`config.mk`:
```
export PLATFORM = sky130hd
export DESIGN_NAME = cs_window_ctrl
export DESIGN_NICKNAME = d
export VERILOG_FILES = /design/src/rtl/cs_pkg.sv /design/src/rtl/cs_out_slot.sv /design/src/rtl/cs_window_ctrl.sv
export SDC_FILE = /design/constraint.sdc
export NUM_CORES = 1
export LEC_CHECK = 0
export CAP_MARGIN = 10
export CORE_ASPECT_RATIO = 0.8
export CORE_MARGIN = 10
export CORE_UTILIZATION = 39
export CTS_BUF_LIST = sky130_fd_sc_hd__clkbuf_8
export CTS_CLUSTER_DIAMETER = 80
export DETAILED_ROUTE_END_ITERATION = 12
export PLACE_DENSITY = 0.81
export SLEW_MARGIN = 0
export SYNTH_ARGS = -nofsm -noshare
export SYNTH_HDL_FRONTEND = slang
export SYNTH_SLANG_ARGS = --single-unit
```
`constraint.sdc`:
```
create_clock -name clk -period 1.6 [get_ports clk]
set_clock_uncertainty 0.1 [all_clocks]
set_input_delay 0.4 -clock clk [delete_from_list [all_inputs] [get_ports clk]]
set_output_delay 0.4 -clock clk [all_outputs]
set_load 0.01 [all_outputs]
```
`src/rtl/cs_pkg.sv`:
```
// Shared types and sizing for the CS window sequencer: FSM states, window/sample/result widths.
package cs_pkg;
  localparam int WIN    = 9;
  localparam int XW     = 8;
  localparam int YW     = 10;
  localparam int FILL_W = 4;

  typedef enum logic [1:0] {CLEAR, FILL, RUN} state_t;
endpackage

```
`src/rtl/cs_out_slot.sv`:
```
// One-entry registered output slot with valid/ready handshake and synchronous drop.
module cs_out_slot #(
  parameter int YW = 10
) (
  input  logic          clk,
  input  logic          reset,
  input  logic          load,
  input  logic [YW-1:0] data,
  input  logic          out_ready,
  input  logic          drop,
  output logic          out_valid,
  output logic [YW-1:0] out_y,
  output logic          free
);
  logic          r_valid;
  logic [YW-1:0] r_y;

  // drop wins over a coincident load so a flushed result never escapes
  always_ff @(posedge clk or posedge reset) begin
    if (reset) begin
      r_valid <= 1'b0;
      r_y     <= '0;
    end else if (drop) begin
      r_valid <= 1'b0;
    end else if (load) begin
      r_valid <= 1'b1;
      r_y     <= data;
    end else if (out_ready) begin
      r_valid <= 1'b0;
    end
  end

  assign out_valid = r_valid;
  assign out_y     = r_y;
  assign free      = !r_valid || out_ready;
endmodule

```
`src/rtl/cs_window_ctrl.sv`:
```
// Stream sequencer for the 9-tap CS datapath: warm-up gating, pend flag and output slot.
// Optional CS_WIN_CTRL_STAT_EN adds a saturating 16-bit stall_cnt output.
module cs_window_ctrl
  import cs_pkg::*;
#(
  parameter int WIN = cs_pkg::WIN,
  parameter int XW  = cs_pkg::XW,
  parameter int YW  = cs_pkg::YW
) (
  input  logic              clk,
  input  logic              reset,
  input  logic              in_valid,
  output logic              in_ready,
  input  logic [XW-1:0]     in_data,
  input  logic              flush,
  output logic              dp_en,
  output logic              dp_clr,
  output logic [XW-1:0]     dp_x,
  input  logic [YW-1:0]     dp_y,
  output logic              out_valid,
  input  logic              out_ready,
  output logic [YW-1:0]     out_y,
`ifdef CS_WIN_CTRL_STAT_EN
  output logic [15:0]       stall_cnt,
`endif
  output logic [FILL_W-1:0] fill_cnt
);
  localparam logic [FILL_W-1:0] LP_WIN_M1 = FILL_W'(WIN - 1);

  state_t            r_state;
  logic [FILL_W-1:0] r_fill_cnt;
  logic              r_pend;
  logic              w_free;
  logic              w_in_ready;
  logic              w_accept;
  logic              w_capture;

  // while pend is stuck behind a full slot the datapath must not advance
  assign w_in_ready = !flush && ((r_state == FILL) ||
                                 ((r_state == RUN) && (!r_pend || w_free)));
  assign w_accept   = in_valid && w_in_ready;
  assign w_capture  = r_pend && w_free && !flush;

  assign in_ready = w_in_ready;
  assign dp_en    = w_accept;
  assign dp_x     = in_data;
  assign dp_clr   = (r_state == CLEAR);
  assign fill_cnt = r_fill_cnt;

  always_ff @(posedge clk or posedge reset) begin
    if (reset) begin
      r_state    <= CLEAR;
      r_fill_cnt <= '0;
      r_pend     <= 1'b0;
    end else if (flush) begin
      r_state    <= CLEAR;
      r_fill_cnt <= '0;
      r_pend     <= 1'b0;
    end else begin
      case (r_state)
        CLEAR: r_state <= FILL;
        FILL: begin
          if (w_accept) begin
            r_fill_cnt <= r_fill_cnt + 1'b1;
            if (r_fill_cnt == LP_WIN_M1) begin
              r_state <= RUN;
              r_pend  <= 1'b1;
            end
          end
        end
        RUN: begin
          if (w_capture)     r_pend <= w_accept;
          else if (w_accept) r_pend <= 1'b1;
        end
        default: r_state <= CLEAR;
      endcase
    end
  end

  cs_out_slot #(.YW(YW)) u_slot (
    .clk       (clk),
    .reset     (reset),
    .load      (w_capture),
    .data      (dp_y),
    .out_ready (out_ready),
    .drop      (flush),
    .out_valid (out_valid),
    .out_y     (out_y),
    .free      (w_free)
  );

`ifdef CS_WIN_CTRL_STAT_EN
  logic [15:0] r_stall_cnt;

  always_ff @(posedge clk or posedge reset) begin
    if (reset) begin
      r_stall_cnt <= '0;
    end else if (flush) begin
      r_stall_cnt <= '0;
    end else if (out_valid && !out_ready && (r_stall_cnt != 16'hFFFF)) begin
      r_stall_cnt <= r_stall_cnt + 16'd1;
    end
  end

  assign stall_cnt = r_stall_cnt;
`endif
endmodule

```
==> flow_summary.ini <==
[detailed_routing]
detail_route.iter0.violations = 9
route.detailed.wl_per_inst_microns = 15.2
vias_per_cell = 4.93
firstDrtPassIters = 3
met3_length_microns = 205
drt_drc = 0
met1_length_microns = 828
highest_layer = met4
drt_wl_total_microns = 2110
via_count = 685
number_of_routed_nets_with_antenna_violations = 0
routed-wl-met2_microns = 1040

[floorplan]
die_height_microns = 62.4
row_count = 15
boundaryPins = 49
die_area_sq_mm = 0.00455
core_area_sq_mm = 0.00214
start_util_pct = 40.9
die_width_microns = 73.0

[grt]
globalRouteOverflowTotal = 0
initial_antenna_violation_count = 0
via_count_of_the_first_global_routing_pass = 717
groute.usage.overall_pct = 9.41
pin_count_of_the_biggest_net_entering_global_routing = 19
first_pass_grt_wire_length_microns = 3480

[timing]
finalWorstPathRequiredPeriod_ns = 1.72
maxSlewHeadroom_pct = 77.0
final-hold-violation-count = 0
report.final.setup_viol = 2
setup_ws_ns = -0.122
worst_slew_pin_slew_ns = 0.345
final_max_slew_viol_count = 0
rsz_0062_raised_after_global_routing = yes
clock.fmax_ghz = 0.581
final_period_utilization_pct = 108
tns_ns = -0.237

[synthesis]
ys.flop_type = sky130_fd_sc_hd__dfrtp_1
synthesis.area_per_instance_sq_um = 11.7
ys_top_cells_by_area = sky130_fd_sc_hd__dfrtp_1 51%, sky130_fd_sc_hd__mux2_1 13%, sky130_fd_sc_hd__buf_4 7.7%
syn-num-nets = 100
synth_top_cells_by_count = 18 x sky130_fd_sc_hd__dfrtp_1, 10 x sky130_fd_sc_hd__mux2_1, 9 x sky130_fd_sc_hd__buf_4, 9 x sky130_fd_sc_hd__nor2_1
yosysWarnings = 0
post_synth_num_cell_types = 25
post-synth-top-area-cell = sky130_fd_sc_hd__dfrtp_1
async_set_or_reset_flop_fraction_in_the_synthesized_netlist_pct = 100
synth_cells = 75
synth_sequential_area_ratio_pct = 51.4
synth_most_common_cell = sky130_fd_sc_hd__dfrtp_1
synth-seq-cells = 18
synth_area_sq_um = 876
synth-edff-count = 0
synth_top_cell_area_share_pct = 51.4

[cts]
cts_inserted_buffers = 3
cts_hold_buf = 0
clock_tree.root_cell = sky130_fd_sc_hd__clkbuf_8
cts_tree = built
insertion_delay_ns = 0.25
cts.sinks = 18
clk_pin_slew_worst_paths_ns = 0.06
cts_max_path_buffers = 2
cts_htree_levels = 1

[critical_path]
worstReg2RegEnd = r_state[1]$_DFFE_PP0P_
worst_r2r_path_depth = 5
crit_path_max_fanout = 3
ff2ff_setup_slack_ns = 0.11
critical_path_arrival_ns = 1.22
timing_startpoint_of_the_critical_path = r_state[1]$_DFFE_PP0P_
startpoint_type = register
required_time_of_the_critical_path_ns = 1.10
crit_type = register to output port
cp_capture_type = output port
cp_cell_sequence = or2b_1 -> o21a_1 -> nor2_1 -> buf_2
slowest_delay_ns = 0.42
cp_slowest_cell = sky130_fd_sc_hd__dfrtp_1
timing.rr.start = fill_cnt[0]$_DFFE_PP0P_

[pwr]
clock_power_share_pct = 31.2
p_int_mw = 0.739
p_sw_share_pct = 21.9
irDropWorstVdd_mv = 0.811
design_power_total_mw = 0.946
total_leakage_power_nw = 0.713
power.switching_mw = 0.207
seq_pwr_share_pct = 52.2
power_per_cell_area_mw_per_mm2 = 716
share_comb_of_total_power_pct = 16.6

[placed_design]
io_buffer_count = 32
gp_congestion = 0.754
placed_cells = 133
detailedPlacementHpwl_microns = 1620
placed_cell_area_sq_mm = 0.00124

[cells_and_area]
core_util_final_pct = 61.8
fin_cells = 139
antenna_cells = 0
layout-drive-gt1-share_pct = 25.4
design.final.nets = 141
finish.instance_area_sq_mm = 0.00132
area_growth_syn_to_layout_pct = 50.9

[min_path]
hold_path.class = primary input to async pin

[outcome]
outcome = complete, but fails checks
failed_checks = setup timing

[run]
maxCapViolCount = 0
==> repair_timing <==
action	in CTS	in global routing
pin swaps	3	1
resized for setup	38	7
setup endpoints to repair	28	9
gates cloned	1	0
setup buffers	1	1
==> cell type report <==
type	instances	area, sq um
timing repair buffer	46	407
clock buffer	3	41.3
fill	187	818
inverter	3	11.3
sequential	18	450
tap	25	31.3
multi-input combinational	44	380
==> worst max path at each step <==
stage,end,slack [ns],cells after the start
after global placement,dp_en,-0.79,5
after floorplan,dp_en,0.12,3
after global routing,in_ready,-0.19,4
after detailed placement,dp_en,-0.78,5
after CTS,in_ready,-0.15,4
final,in_ready,-0.12,4
==> registers in the layout (all words and copies together), names as in the netlist <==
name	cells
u_slot.out_valid	1
u_slot.out_y	10
fill_cnt	4
r_pend	1
r_state	2
==> worst max-delay path, delay by kind of cell (launching register included) <==
kind / cells / cell delay [ns]
DFF: 1 / 0.42
buffers and inverters: 1 / 0.13
AOI/OAI and AO/OA: 1 / 0.11
and+or+nand+nor: 2 / 0.31
==> power by group through the flow <==
stage	Sequential, mW	Combinational [mW]	Clock (mW)
after global placement	0.501	0.166	0
after CTS	0.494	0.152	0.307
final	0.494	0.157	0.295
after floorplan	0.514	0.0649	0
after global routing	0.498	0.173	0.323
after detailed placement	0.503	0.170	0
==> layer usage <==
metal  track usage [%]  vias up
met1              9.89      333
met4              4.27        0
li1                  -      325
met2              15.0       23
met3              4.92        4
met5                 0        -
==> metrics by stage <==
stage	hold slack [ns]	setup WS, ns
final	0.373	-0.122
after global routing	0.395	-0.185
after CTS	0.382	-0.151
after detailed placement	0.374	-0.784
after global placement	0.368	-0.789
after floorplan	0.239	0.116
==> cells by family after synthesis <==
logic type,count (synthesis),share of synthesized area (%)
AO/OA/AOI/OAI,6,4.14
XOR/XNOR,2,2.00
adder cells (fa/ha/maj),2,2.86
buffers and inverters,13,9.43
flip-flops,18,51.4
multiplexers,11,14.0
AND/OR/NAND/NOR,23,16.1
==> cells in the final DEF (no fill, tap or decap), types with 2 or more instances in the layout <==
cell type / count
sky130_fd_sc_hd__buf_4: 10
sky130_fd_sc_hd__dlygate4sd2_1: 17
sky130_fd_sc_hd__mux2_1: 7
sky130_fd_sc_hd__clkdlybuf4s50_1: 11
sky130_fd_sc_hd__ha_1: 2
sky130_fd_sc_hd__inv_1: 3
sky130_fd_sc_hd__buf_6: 4
sky130_fd_sc_hd__clkbuf_8: 3
sky130_fd_sc_hd__o21ai_0: 2
sky130_fd_sc_hd__a21oi_1: 2
sky130_fd_sc_hd__buf_2: 3
sky130_fd_sc_hd__nor2_1: 9
sky130_fd_sc_hd__mux2_4: 3
sky130_fd_sc_hd__dfrtp_1: 18
Note: power is estimated with default switching activity, not from simulation.
